`src/rtl/mem_access_arbiter_pkg.sv`:
```
// mem_arb_pkg: shared sizes and FSM state encoding for the memory access arbiter.
//  MEM_SIZE  number of memory words (2**ADDR_W)
//  DATA_W    default memory word / requester data width
//  ADDR_W    default memory address width
//  state_t   arbiter FSM states; the unused code 2'd3 recovers to ST_IDLE
package mem_arb_pkg;
   localparam int MEM_SIZE = 8;
   localparam int DATA_W = 32;
   localparam int ADDR_W = 3;
   typedef enum logic [1:0] {
      ST_IDLE  = 2'd0,
      ST_ISSUE = 2'd1,
      ST_RESP  = 2'd2
   } state_t;
endpackage

```
`src/rtl/mem_access_arbiter_if.sv`:
```
// mem_access_arbiter_if: requester and memory-port signals of the two-way memory arbiter.
//  req/req_we/req_add/req_data  per-requester command, requester 0 in the low slice
//  gnt/done                     one-cycle grant and completion pulses
//  rd_data                      read result returned with done
//  mem_wr_en/mem_rd_en/mem_add/mem_data  memory command, mem_rd_data memory read data
//  master: requesters plus memory side; slave: the arbiter
interface mem_access_arbiter_if #(
   parameter int DATA_W = mem_arb_pkg::DATA_W,
   parameter int ADDR_W = mem_arb_pkg::ADDR_W
);
   logic [1:0]          req;
   logic [1:0]          req_we;
   logic [2*ADDR_W-1:0] req_add;
   logic [2*DATA_W-1:0] req_data;
   logic [1:0]          gnt;
   logic [1:0]          done;
   logic [DATA_W-1:0]   rd_data;
   logic                mem_wr_en;
   logic                mem_rd_en;
   logic [ADDR_W-1:0]   mem_add;
   logic [DATA_W-1:0]   mem_data;
   logic [DATA_W-1:0]   mem_rd_data;
   modport master (
      output req, req_we, req_add, req_data, mem_rd_data,
      input  gnt, done, rd_data, mem_wr_en, mem_rd_en, mem_add, mem_data
   );
   modport slave (
      input  req, req_we, req_add, req_data, mem_rd_data,
      output gnt, done, rd_data, mem_wr_en, mem_rd_en, mem_add, mem_data
   );
endinterface

```
`src/rtl/mem_access_arbiter_rr_arb2.sv`:
```
// rr_arb2: combinational two-way round-robin pick.
//  req      request vector
//  rr_last  index of the previous winner; the other requester wins a tie
//  win      one-hot winner (zero when nobody requests)
//  valid    some requester is active
module rr_arb2 (
   input  logic [1:0] req,
   input  logic       rr_last,
   output logic [1:0] win,
   output logic       valid
);
   always_comb begin
      win = &req ? (rr_last ? 2'b01 : 2'b10) : req;
      valid = |req;
   end
endmodule

```
`src/rtl/mem_access_arbiter.sv`:
```
// mem_access_arbiter: shares one memory port between two requesters, one access in flight.
//  clk    rising-edge clock
//  rst_n  asynchronous active-low reset
//  bus    slave side of mem_access_arbiter_if (requester commands, gnt/done/rd_data, memory port)
// Each access takes ISSUE (gnt + memory enables) then RESP (done + rd_data); arbitration
// for the next access runs in IDLE and RESP so back-to-back accesses complete every 2 cycles.
module mem_access_arbiter #(
   parameter int DATA_W = mem_arb_pkg::DATA_W,
   parameter int ADDR_W = mem_arb_pkg::ADDR_W
) (
   input logic                 clk,
   input logic                 rst_n,
   mem_access_arbiter_if.slave bus
);
   import mem_arb_pkg::*;
   state_t              state;
   logic                rr_last;
   logic [1:0]          win;
   logic                valid;
   logic                sel_we;
   logic [ADDR_W-1:0]   sel_add;
   logic [DATA_W-1:0]   sel_data;
   logic [1:0]          gnt_q;
   logic [1:0]          done_q;
   logic                wr_q;
   logic                rd_q;
   logic [ADDR_W-1:0]   add_q;
   logic [DATA_W-1:0]   data_q;
   logic [DATA_W-1:0]   rd_data_q;
   rr_arb2 u_arb (
      .req     (bus.req),
      .rr_last (rr_last),
      .win     (win),
      .valid   (valid)
   );
   // Command of the winning requester; win[1] is the winner index.
   always_comb begin
      sel_we = win[1] ? bus.req_we[1] : bus.req_we[0];
      sel_add = win[1] ? bus.req_add[2*ADDR_W-1:ADDR_W] : bus.req_add[ADDR_W-1:0];
      sel_data = win[1] ? bus.req_data[2*DATA_W-1:DATA_W] : bus.req_data[DATA_W-1:0];
   end
   // mem_add/mem_data registers double as the command latch.
   always_ff @(posedge clk or negedge rst_n) begin
      if (!rst_n) begin
         state <= ST_IDLE;
         rr_last <= 1'b1;
         gnt_q <= '0;
         done_q <= '0;
         wr_q <= 1'b0;
         rd_q <= 1'b0;
         add_q <= '0;
         data_q <= '0;
         rd_data_q <= '0;
      end else begin
         gnt_q <= '0;
         done_q <= '0;
         wr_q <= 1'b0;
         rd_q <= 1'b0;
         case (state)
            ST_ISSUE: begin
               state <= ST_RESP;
               done_q <= gnt_q;
               if (rd_q) rd_data_q <= bus.mem_rd_data;
            end
            ST_IDLE, ST_RESP: begin
               if (valid) begin
                  state <= ST_ISSUE;
                  rr_last <= win[1];
                  gnt_q <= win;
                  wr_q <= sel_we;
                  rd_q <= !sel_we;
                  add_q <= sel_add;
                  data_q <= sel_data;
               end else begin
                  state <= ST_IDLE;
               end
            end
            default: state <= ST_IDLE;
         endcase
      end
   end
   assign bus.gnt = gnt_q;
   assign bus.done = done_q;
   assign bus.rd_data = rd_data_q;
   assign bus.mem_wr_en = wr_q;
   assign bus.mem_rd_en = rd_q;
   assign bus.mem_add = add_q;
   assign bus.mem_data = data_q;
endmodule

```
`src/flat_wrapper.sv`:
```
// flat-port wrapper written by rule: the top's interface ports become plain ports
module mem_access_arbiter_flat import mem_arb_pkg::*;
#(
   parameter int DATA_W = mem_arb_pkg::DATA_W,
   parameter int ADDR_W = mem_arb_pkg::ADDR_W
)
  (clk, rst_n, bus_req, bus_req_we, bus_req_add, bus_req_data, bus_mem_rd_data, bus_gnt, bus_done, bus_rd_data, bus_mem_wr_en, bus_mem_rd_en, bus_mem_add, bus_mem_data);
  mem_access_arbiter_if #(.DATA_W(DATA_W), .ADDR_W(ADDR_W)) bus_i ();
  input logic clk;
  input logic rst_n;
  input wire logic [$bits(bus_i.req)-1:0] bus_req;
  input wire logic [$bits(bus_i.req_we)-1:0] bus_req_we;
  input wire logic [$bits(bus_i.req_add)-1:0] bus_req_add;
  input wire logic [$bits(bus_i.req_data)-1:0] bus_req_data;
  input wire logic [$bits(bus_i.mem_rd_data)-1:0] bus_mem_rd_data;
  output wire logic [$bits(bus_i.gnt)-1:0] bus_gnt;
  output wire logic [$bits(bus_i.done)-1:0] bus_done;
  output wire logic [$bits(bus_i.rd_data)-1:0] bus_rd_data;
  output wire logic [$bits(bus_i.mem_wr_en)-1:0] bus_mem_wr_en;
  output wire logic [$bits(bus_i.mem_rd_en)-1:0] bus_mem_rd_en;
  output wire logic [$bits(bus_i.mem_add)-1:0] bus_mem_add;
  output wire logic [$bits(bus_i.mem_data)-1:0] bus_mem_data;
  assign bus_i.req = bus_req;
  assign bus_i.req_we = bus_req_we;
  assign bus_i.req_add = bus_req_add;
  assign bus_i.req_data = bus_req_data;
  assign bus_i.mem_rd_data = bus_mem_rd_data;
  assign bus_gnt = bus_i.gnt;
  assign bus_done = bus_i.done;
  assign bus_rd_data = bus_i.rd_data;
  assign bus_mem_wr_en = bus_i.mem_wr_en;
  assign bus_mem_rd_en = bus_i.mem_rd_en;
  assign bus_mem_add = bus_i.mem_add;
  assign bus_mem_data = bus_i.mem_data;
  mem_access_arbiter #(.DATA_W(DATA_W), .ADDR_W(ADDR_W)) u_core (.clk(clk), .rst_n(rst_n), .bus(bus_i));
endmodule
```
`config.mk`:
```
export PLATFORM = sky130hd
export DESIGN_NAME = mem_access_arbiter_flat
export DESIGN_NICKNAME = d
export VERILOG_FILES = /design/src/rtl/mem_access_arbiter_pkg.sv /design/src/rtl/mem_access_arbiter_if.sv /design/src/rtl/mem_access_arbiter_rr_arb2.sv /design/src/rtl/mem_access_arbiter.sv /design/src/flat_wrapper.sv
export SDC_FILE = /design/constraint.sdc
export NUM_CORES = 1
export LEC_CHECK = 0
export ABC_CLOCK_PERIOD_IN_PS = 1700
export CORE_MARGIN = 10
export CORE_UTILIZATION = 39
export DETAILED_ROUTE_END_ITERATION = 10
export PLACE_DENSITY = 0.83
export SYNTH_ARGS = -nofsm -noshare
export SYNTH_HDL_FRONTEND = slang
export SYNTH_SLANG_ARGS = --single-unit
```
`constraint.sdc`:
```
create_clock -name clk -period 1.7 [get_ports clk]
set_input_delay 0.34 -clock clk [delete_from_list [all_inputs] [get_ports clk]]
set_output_delay 0.34 -clock clk [all_outputs]
set_load 0.01 [all_outputs]
```
== Word level (Yosys, flattened, before mapping) ==
Index checks and enable logic that the tools add are counted.

* Output and inout port bits: 73
* Logic and storage cells: 32
* Register bits: 76
* Bits of input ports: 108

* Reduce and logical (&&, ||, !) cells: 7
* Muxes and demuxes: 14
* Equality and inequality tests: 2

{| class="wikitable"
|+ Operator list
! kind !! number
|-
| 32-bit 2-to-1 mux || 1
|-
| 2-bit 2-to-1 mux || 5
|-
| 1-bit 2-to-1 mux || 6
|-
| 2-bit AND reduction || 3
|-
| 2-bit case mux with 2 select lines || 1
|-
| 2-bit OR reduction || 2
|-
| 3-bit 2-to-1 mux || 1
|-
| 2-bit by 1-bit == test with 1-bit output, second input constant || 1
|-
| 2-bit == test, second input constant || 1
|-
| 2-bit zero test || 1
|-
| 1-bit zero test || 1
|}

== Logic depth before layout (Yosys ltp) ==
Gate-level depths: netlist of the first run.

* Depth in word-level cells: 6
* Gate-level depth with buffers: 5
* Mapped depth without buffers: 3

== Modules after synthesis ==
From an unflattened synthesis of the first run, not the netlist that was laid out.

* Cell total of the unflattened synthesis: 205
* Area total of the unflattened synthesis: 3372.0 um2

{| class="wikitable"
|+ Modules (own cells, without submodules)
! module !! instances !! cells an instance !! seq. area each (um2) !! area an instance (um2)
|-
| mem_access_arbiter || 1 || 201 || 1903.1 || 3347.0
|-
| rr_arb2 || 1 || 4 || 0.0 || 25.0
|}

== Worst setup path before layout of the first run ==
No wires, ideal clock.

* Path kind: register to register
* Start point: register u_core.state[0]
* End point: register u_core.rd_data_q[0] (netlist: u_core.bus.rd_data[0])
* Arrival time: 1154 ps
* Required time: 1575 ps
* Cell stages (with the launch flop): 5
* Slack: 420 ps
* Path buffers: 1
* Clock period less this slack: 1280 ps
* Library setup time: 125 ps
* Cell sequence: dfrtp_1 > and2b_2 > nand2_4 > buf_6 > mux2_4

* Longest elaborated chain between the ends: 2

{| class="wikitable"
|+ Ends and longest elaborated chain
! what !! RTL line !! source
|-
| start, declared || mem_access_arbiter.sv:16 || <nowiki>state_t state;</nowiki>
|-
| start signal, assigned || mem_access_arbiter.sv:45 || <nowiki>state <= ST_IDLE;</nowiki>
|-
| start signal, assigned || mem_access_arbiter.sv:61 || <nowiki>state <= ST_RESP;</nowiki>
|-
| start signal, assigned || mem_access_arbiter.sv:67 || <nowiki>state <= ST_ISSUE;</nowiki>
|-
| 2-bit by 1-bit == test with 1-bit output || mem_access_arbiter.sv:59 || <nowiki>case (state)</nowiki>
|-
| 2-bit AND reduction (no source line) || - ||
|-
| end signal, assigned || mem_access_arbiter.sv:63 || <nowiki>if (rd_q) rd_data_q <= bus.mem_rd_data;</nowiki>
|-
| end, declared || mem_access_arbiter.sv:29 || <nowiki>logic [DATA_W-1:0] rd_data_q;</nowiki>
|}

Every way passes these cells.
A chain may end at the register's enable or synchronous reset.

== Final worst setup path of the first run ==
* Start point: register u_core.rd_q (netlist: u_core.bus.mem_rd_en)
* End point: output port bus_mem_rd_en

{| class="wikitable"
|+ RTL lines
! what !! RTL line !! source
|-
| start, declared || mem_access_arbiter.sv:26 || <nowiki>logic rd_q;</nowiki>
|-
| start signal, assigned || mem_access_arbiter.sv:71 || <nowiki>rd_q <= !sel_we;</nowiki>
|-
| end, declared || flat_wrapper.sv:20 || <nowiki>output wire logic [$bits(bus_i.mem_rd_en)-1:0] bus_mem_rd_en;</nowiki>
|}

No word-level cell between the ends.

==> results of run 1 <==
## cells in the mapped netlist, drive strengths merged
| cell | number | share of area (%) |
|---|---|---|
| and2 | 3 | 0.57 |
| a21bo | 1 | 0.31 |
| and2b | 1 | 0.27 |
| mux2i | 1 | 0.31 |
| buf | 18 | 5.0 |
| dfstp | 1 | 0.80 |
| a31oi | 36 | 6.9 |
| o21ba | 1 | 0.31 |
| dfrtp | 75 | 57 |
| mux2 | 32 | 14 |
| and3 | 1 | 0.19 |
| nor2 | 36 | 4.1 |
| or2b | 1 | 0.23 |
| nor2b | 1 | 0.19 |
| a21oi | 1 | 0.15 |
| inv | 1 | 0.11 |
| a21boi | 1 | 0.57 |
| nand2 | 71 | 8.4 |
## worst reg2reg max path, cell delays in order, from the launching register on
cell                      delay (ns)
sky130_fd_sc_hd__dfrtp_1        0.40
sky130_fd_sc_hd__and2b_2        0.25
sky130_fd_sc_hd__nand2_4        0.19
sky130_fd_sc_hd__buf_12         0.21
sky130_fd_sc_hd__mux2_4         0.32
## registers in the layout, summed over array words and instances, names as in the netlist
register              count
u_core.bus.mem_rd_en      1
u_core.bus.done           2
u_core.bus.mem_wr_en      1
u_core.bus.mem_data      32
u_core.state              2
u_core.rr_last            1
u_core.bus.mem_add        3
u_core.bus.rd_data       32
u_core.bus.gnt            2
## metrics by stage
step	hold slack (ns)	setup slack [ns]	instances	area (um2)	util, %
2_1_floorplan	0.0444	0.420	282	3280	-
3_3_place_gp	0.241	0.0136	560	5190	63.2
3_5_place_dp	0.244	-0.0526	560	5190	63.2
4_1_cts	0.419	0.00820	577	5390	65.5
5_1_grt	0.431	0.0115	577	5390	65.6
6_report	0.432	0.0553	577	5390	65.6
## placed cells by master (no fill, tap or decap)
master                            instances
sky130_fd_sc_hd__a31oi_1                 36
sky130_fd_sc_hd__o21ba_2                  1
sky130_fd_sc_hd__a21oi_1                  1
sky130_fd_sc_hd__dlymetal6s2s_1           2
sky130_fd_sc_hd__clkinv_2                 3
sky130_fd_sc_hd__dlygate4sd3_1            1
sky130_fd_sc_hd__nor2b_1                  1
sky130_fd_sc_hd__a21bo_1                  1
sky130_fd_sc_hd__and3_1                   1
sky130_fd_sc_hd__and2_1                   3
sky130_fd_sc_hd__bufinv_16                1
sky130_fd_sc_hd__mux2i_1                  1
sky130_fd_sc_hd__buf_4                    7
sky130_fd_sc_hd__nor2_1                  36
sky130_fd_sc_hd__clkinvlp_4               1
sky130_fd_sc_hd__nand2_1                 70
sky130_fd_sc_hd__mux2_2                   2
sky130_fd_sc_hd__clkbuf_1                 2
sky130_fd_sc_hd__mux2_4                  30
sky130_fd_sc_hd__clkdlybuf4s50_1        177
sky130_fd_sc_hd__buf_12                   5
sky130_fd_sc_hd__and2b_2                  1
sky130_fd_sc_hd__inv_1                    1
sky130_fd_sc_hd__clkbuf_8                 9
sky130_fd_sc_hd__or2b_1                   1
sky130_fd_sc_hd__nand2_4                  1
sky130_fd_sc_hd__a21boi_4                 1
sky130_fd_sc_hd__dfrtp_1                 75
sky130_fd_sc_hd__dfstp_2                  1
## kinds of logic after synthesis
logic type,Yosys count
AOI/OAI and AO/OA,40
buffers and inverters,19
DFF,76
muxes,33
and+or+nand+nor,114
## cell type report
type	instances	area [um2]	share of cell area (%)
Sequential cell	76	1900	35.3
Tap cell	105	131	2.44
Inverter	1	3.75	0.0696
Timing Repair Buffer	192	1960	36.4
Clock inverter	5	52.6	0.975
Multi-Input combinational cell	187	1210	22.4
Clock buffer	11	131	2.44
## power by group
group | leakage, nW | switching (mW) | total [mW] | internal [mW]
registers | 0.881 | 0.327 | 2.71 | 2.38
logic | 1.42 | 1.04 | 2.84 | 1.80
clock network | 0.0931 | 0.627 | 1.30 | 0.672
total | 2.40 | 2.00 | 6.85 | 4.85
## per-layer routing
metal  up-vias  wire [um]
met1      1279       4190
met2       141       4690
met5         -          0
met4         0        127
met3        12       1240
li1       1319          -
## timing repair
| action | in CTS | in global routing |
|---|---|---|
| gates resized for setup | 0 | 2 |
| hold buffers | 1 | 0 |
| endpoints found under the hold margin | 18 | 0 |
| endpoints found under the setup margin | 0 | 2 |
## path summary, 6_finish.rpt
check,start,endpoint,slack [ns],depth (start not counted)
min in group clk,u_core.state[0],u_core.bus.gnt[1],0.47,1
worst min register to register,u_core.state[0],u_core.bus.gnt[1],0.47,1
max in group asynchronous,rst_n,u_core.rr_last,0.70,3
worst min-delay path,rst_n,u_core.bus.rd_data[1],0.43,2
worst max-delay path,u_core.bus.mem_rd_en,bus_mem_rd_en,0.06,1
worst max register to register,u_core.state[0],u_core.bus.rd_data[31],0.21,4
==> Flow_metrics.wiki, run 1 <==
{| class="wikitable"
! Metric !! Value
|-
| Status || finished clean
|-
| Maximum ir drop on the vdd rail || 0.555 mV
|-
| Max Buffers Root-to-Sink || 2
|-
| Count of mapped cells out of synthesis || 282
|-
| Setup violations, final || 0
|-
| Die height || 112 um
|-
| WL final || 10200 um
|-
| Post-CTS Setup Bufs || 0
|-
| Static leakage || 2.40 nW
|-
| Largest net degree at the start of global routing || 62
|-
| Number of maximum-capacitance constraint violations || 0
|-
| Crit path launch type || flop
|-
| Post-synthesis simple-gate area fraction || 13.9%
|-
| Buffers plus inverters on the worst setup path || 1
|-
| Number of DRC markers after the initial detailed-route iteration || 87
|-
| Count of final max-slew check failures || 0
|-
| Final critical-path share of the clock period || 96.7%
|-
| Hold WC Path Type || in -> async
|-
| Clock input transition at the sequential cells of the worst setup and hold paths || 0.08 ns
|-
| Final HPWL DP || 8160 um
|-
| Endpoint class of the critical path || output pin
|-
| First drt pass iteration count || 4
|-
| CTS buffer count || 9
|-
| Fraction of the yosys area taken by sequential cells || 58.1%
|-
| Most crowded layer after global routing || met2
|-
| Final weighted congestion in routability-driven placement || 0.819
|-
| Overall power of the completed layout || 6.85 mW
|-
| Critical path class || reg -> out
|-
| Area of the die || 0.0125 mm2
|-
| Pwr/cell area || 1270 mW/mm2
|-
| Synth unique cells || 22
|-
| Horizontal die dimension || 112 um
|-
| Via count of the first global-routing pass || 2979
|-
| Slew margin rel. || 81.1%
|-
| Synthesis Warnings || 0
|-
| Endpoint arrival time on the critical path || 1.30 ns
|-
| CTS tree || yes
|-
| Average footprint of a synthesized cell || 11.6 um2
|-
| Highest-delay cell along the critical path || sky130_fd_sc_hd__clkdlybuf4s50_1
|-
| Post-detailed-route via-to-cell ratio || 4.77
|-
| Final period demand of the worst path || 1.64 ns
|-
| Met1 capacity usage during global routing || 18.1%
|-
| RSZ-0062 raised after global routing || no
|-
| Syn Nets || 390
|-
| Initial antenna violation count || 0
|-
| Total inserted antenna cells || 0
|-
| Post-route DRC violation count || 0
|-
| Met2 Usage GRT || 25.4%
|-
| Std-Cell Rows || 33
|-
| Slew at the pin closest to its max-slew limit || 0.283 ns
|-
| Synthesis-to-layout area growth || 64.4%
|-
| Starting density of the core || 39.9%
|-
| Cell Chain, Critical Path || clkdlybuf4s50_1
|-
| Root buffer cell || sky130_fd_sc_hd__clkbuf_8
|-
| Fill count || 631
|-
| Share of synthesized area spent on multiplexers || 14.7%
|-
| Fraction of layout cells with a size suffix above 1 || 13.3%
|-
| Placeable core area || 0.00822 mm2
|-
| IO buf count || 180
|-
| Total global routing track utilization || 16.1%
|-
| H-tree depth || 3
|-
| Worst Skew || 0.00640 ns
|-
| Routed wire per std cell || 17.7 um
|-
| Total number of vias || 2751
|-
| I/O pin total || 181
|-
| Share of synthesized cell area in full adder, half adder and majority cells || 0%
|-
| Area share of xor/xnor cells in the synthesized design || 0%
|-
| Combinational family with the most area after synthesis || multiplexers
|-
| Met3 usage in global routing || 8.70%
|-
| Maximum clock frequency || 0.608 GHz
|-
| Hold Violations, Final || 0
|-
| Cell area after technology mapping || 0.00328 mm2
|-
| Number of storage elements in the synthesis netlist || 76
|-
| Total clock sinks || 76
|-
| Wire length of the first global-routing pass || 16200 um
|-
| Compound-Gate Fraction of Synth Area || 8.21%
|-
| Critical path data required time || 1.36 ns
|-
| Source-to-sink clock delay at the later pin of the worst-skew pair || 0.33 ns
|-
| Post-DRT Antenna Nets || 0
|-
| Maximum fanout along the worst path || 2
|-
| Count of nets after finishing || 575
|-
| Delay of the slowest cell on the worst path || 0.58 ns
|-
| Family with the most delay on the worst path || buffers and inverters
|-
| Residual overflow from global routing || 0
|-
| Setup TNS || 0 ns
|}
No activity file was read; power rests on OpenSTA's default activity.
==> run 2: changes to the inputs <==
ABC_AREA = 1   (was not set)
ABC_CLOCK_PERIOD_IN_PS = 1760   (was 1700)
CORE_UTILIZATION = 41   (was 39)
CTS_CLUSTER_SIZE = 14   (was not set)
clock period = 1.76 ns   (was 1.7 ns; I/O delays follow)
==> run 2 against run 1 <==
Sequential cell count is the same. Combinational power decreased by 4%. Highest routed layer unchanged. Total power fell by 2.5%. Non-clock buffer count increased by 2. Routed wire length up 11%. Sequential share of layout area decreased by 2.3 points. Clock skew up 0.0034 ns. Hold slack got worse by 0.020 ns. Cell area rose by 6.9%. Critical path depth is the same.
==> Flow_metrics.wiki, run 2 <==
{| class="wikitable"
! Metric !! Value
|-
| Status || finished clean
|-
| Cell area after technology mapping || 0.00365 mm2
|-
| Cell Chain, Critical Path || clkdlybuf4s50_1
|-
| Count of mapped cells out of synthesis || 469
|-
| Synthesis-to-layout area growth || 57.7%
|-
| Total global routing track utilization || 17.1%
|-
| Maximum ir drop on the vdd rail || 0.459 mV
|-
| CTS buffer count || 9
|-
| Pre-CTS setup slack || -0.0570 ns
|-
| Commonest non-fill, non-tap cell in the layout || sky130_fd_sc_hd__clkdlybuf4s50_1
|-
| FFs w/ async S/R, synth || 100%
|-
| Net switching power figure || 2.22 mW
|-
| Largest net degree at the start of global routing || 42
|-
| RSZ-0062 raised after global routing || no
|-
| Setup violations, final || 0
|-
| Total number of vias || 3632
|-
| Hold Violations, Final || 0
|-
| Placeable core area || 0.00868 mm2
|-
| Leading area contributor after synthesis || sky130_fd_sc_hd__dfrtp_1
|-
| H-tree depth || 3
|-
| Routed wire per std cell || 15.0 um
|-
| Final weighted congestion in routability-driven placement || 0.794
|-
| Buffers plus inverters on the worst setup path || 1
|-
| Post-detailed-route via-to-cell ratio || 4.78
|-
| Initial antenna violation count || 0
|-
| Family with the most delay on the worst path || buffers and inverters
|-
| Share of the core filled with cells || 66.4%
|-
| Worst setup slack after layout || 0.125 ns
|-
| Share of the synthesized area in the top cell type || 51.4%
|-
| WL final || 11400 um
|-
| Count of final max-slew check failures || 0
|-
| Max Buffers Root-to-Sink || 2
|-
| Horizontal die dimension || 114 um
|-
| Total clock sinks || 76
|-
| Number of maximum-capacitance constraint violations || 0
|-
| Slew margin rel. || 56.5%
|-
| Residual overflow from global routing || 0
|-
| Cell count after placement || 743
|-
| Length in cells of the worst reg-to-reg path || 5
|-
| Std-Cell Rows || 34
|-
| Post-DRT Antenna Nets || 0
|-
| Fill count || 705
|-
| IO buf count || 180
|-
| Most used standard cell by instance count after synthesis || sky130_fd_sc_hd__nand2_1
|-
| Top flip-flop cell by instance count after synthesis || sky130_fd_sc_hd__dfrtp_1
|-
| Static leakage || 2.98 nW
|-
| Number of storage elements in the synthesis netlist || 76
|-
| Highest-delay cell along the critical path || sky130_fd_sc_hd__clkdlybuf4s50_1
|-
| Starting density of the core || 42.1%
|-
| Relative contribution of sequential cells to total power || 39.3%
|-
| Maximum clock frequency || 0.612 GHz
|-
| Combinational power share || 40.7%
|-
| Delay of the slowest cell on the worst path || 0.57 ns
|-
| Via count of the first global-routing pass || 3701
|-
| I/O pin total || 181
|-
| Area of the die || 0.0131 mm2
|-
| Post-route DRC violation count || 0
|-
| Root buffer cell || sky130_fd_sc_hd__clkbuf_8
|-
| Critical path class || reg -> out
|-
| Crit. Startpoint || u_core.bus.mem_add[1]
|-
| Final period demand of the worst path || 1.64 ns
|-
| Maximum fanout along the worst path || 2
|-
| Final critical-path share of the clock period || 92.9%
|-
| Commonest cells after routing, fill and taps aside || sky130_fd_sc_hd__clkdlybuf4s50_1 (179), sky130_fd_sc_hd__nand2_1 (173), sky130_fd_sc_hd__nand3_1 (97)
|-
| Critical path data required time || 1.41 ns
|-
| Endpoint arrival time on the critical path || 1.28 ns
|-
| Minimum hold slack || 0.412 ns
|-
| Wire length of the first global-routing pass || 18500 um
|-
| Source-to-sink clock delay at the later pin of the worst-skew pair || 0.34 ns
|-
| Average footprint of a synthesized cell || 7.79 um2
|-
| Post-CTS Setup Bufs || 0
|-
| Fraction of layout cells with a size suffix above 1 || 6.60%
|-
| Syn Nets || 577
|-
| Non-filler cells, final || 760
|-
| Endpoint class of the critical path || output pin
|-
| Slew at the pin closest to its max-slew limit || 0.651 ns
|-
| Die height || 114 um
|-
| Count of nets after finishing || 755
|-
| CTS tree || yes
|-
| Clock input transition at the sequential cells of the worst setup and hold paths || 0.08 ns
|-
| Synthesis Warnings || 0
|-
| Worst Skew || 0.00976 ns
|-
| First drt pass iteration count || 4
|-
| Fraction of power consumed by the clock network || 20.0%
|-
| Number of DRC markers after the initial detailed-route iteration || 334
|-
| Number of logic stages on the critical path including buffering || 1
|-
| Fraction of the yosys area taken by sequential cells || 52.1%
|-
| Switching power as a share of total power || 33.2%
|-
| Cell internal power dissipation || 4.46 mW
|-
| Pwr/cell area || 1160 mW/mm2
|-
| Crit path launch type || flop
|-
| Number of synthesized flops with an enable pin || 0
|-
| Hold WC Path Type || in -> async
|-
| Synth unique cells || 20
|-
| Post-CTS resize count || 0
|-
| Overall power of the completed layout || 6.68 mW
|-
| Reg-to-reg critical path startpoint || u_core.state[0]
|-
| Top cells by area, synth || sky130_fd_sc_hd__dfrtp_1 (51%), sky130_fd_sc_hd__nand2_1 (18%), sky130_fd_sc_hd__nand3_1 (13%), sky130_fd_sc_hd__inv_1 (7.9%), sky130_fd_sc_hd__buf_6 (2.2%)
|-
| Total inserted antenna cells || 0
|-
| Most common library cells after synthesis || sky130_fd_sc_hd__nand2_1 (173), sky130_fd_sc_hd__nand3_1 (97), sky130_fd_sc_hd__inv_1 (77)
|-
| Final HPWL DP || 8770 um
|}
run 2: area by class of cell:
class,count,area (um2),area share (%)
Sequential cell,76,1900,33.0
Tap cell,108,135,2.35
Clock inverter,7,76.3,1.32
Multi-Input combinational cell,287,1270,22.0
Clock buffer,9,124,2.15
Timing Repair Buffer,194,1960,34.0
Inverter,79,297,5.15
run 2: power groups by stage:
stage	clock [mW]	sequential (mW)	combinational, mW
floorplan	0	2.90	0.817
global placement	0	2.63	2.69
detailed placement	0	2.65	2.76
CTS	1.36	2.63	2.77
global route	1.43	2.69	2.99
finish	1.33	2.63	2.72
run 2: layer usage:
layer | wire length (um) | track usage (%) | part of all wire (%)
met5 | 0 | 0 | 0
met4 | 71 | 4.43 | 0.62
met3 | 1070 | 5.40 | 9.4
met2 | 5530 | 27.9 | 48
met1 | 4740 | 21.3 | 42
run 2: metrics by stage:
stage / setup TNS, ns / area (um2)
after floorplan: 0 / 3650
after global placement: 0 / 5550
after detailed placement: -0.933 / 5550
after CTS: 0 / 5760
after global routing: 0 / 5760
final: 0 / 5760
run 2: worst paths after layout:
path	end	slack, ns
max	bus_mem_add[1]	0.12
min	u_core.bus.rd_data[31]	0.41
min reg2reg	u_core.state[1]	0.46
min in group clk	u_core.state[1]	0.46
max reg2reg	u_core.bus.mem_data[15]	0.37
max in group asynchronous	u_core.rr_last	0.80
run 2: cell families (layout without fill, tap and decap cells):
family                 count (synthesis)  after routing  synth area share, %
buffers and inverters                106            289                 13.2
AOI/OAI and AO/OA                      3              3                0.513
DFF                                   76             76                 52.1
and+or+nand+nor                      284            284                 34.2
run 2: what timing repair did:
item	CTS	global route
hold buffers	1	0
endpoints found under the setup margin	0	0
endpoints found under the hold margin	13	0
run 2: worst reg2reg max path, cell delays in order, from the launching register on:
cell	delay, ns
sky130_fd_sc_hd__dfrtp_1	0.38
sky130_fd_sc_hd__inv_2	0.11
sky130_fd_sc_hd__o21ai_2	0.09
sky130_fd_sc_hd__inv_2	0.49
sky130_fd_sc_hd__nand3_1	0.19
sky130_fd_sc_hd__nand2_1	0.09
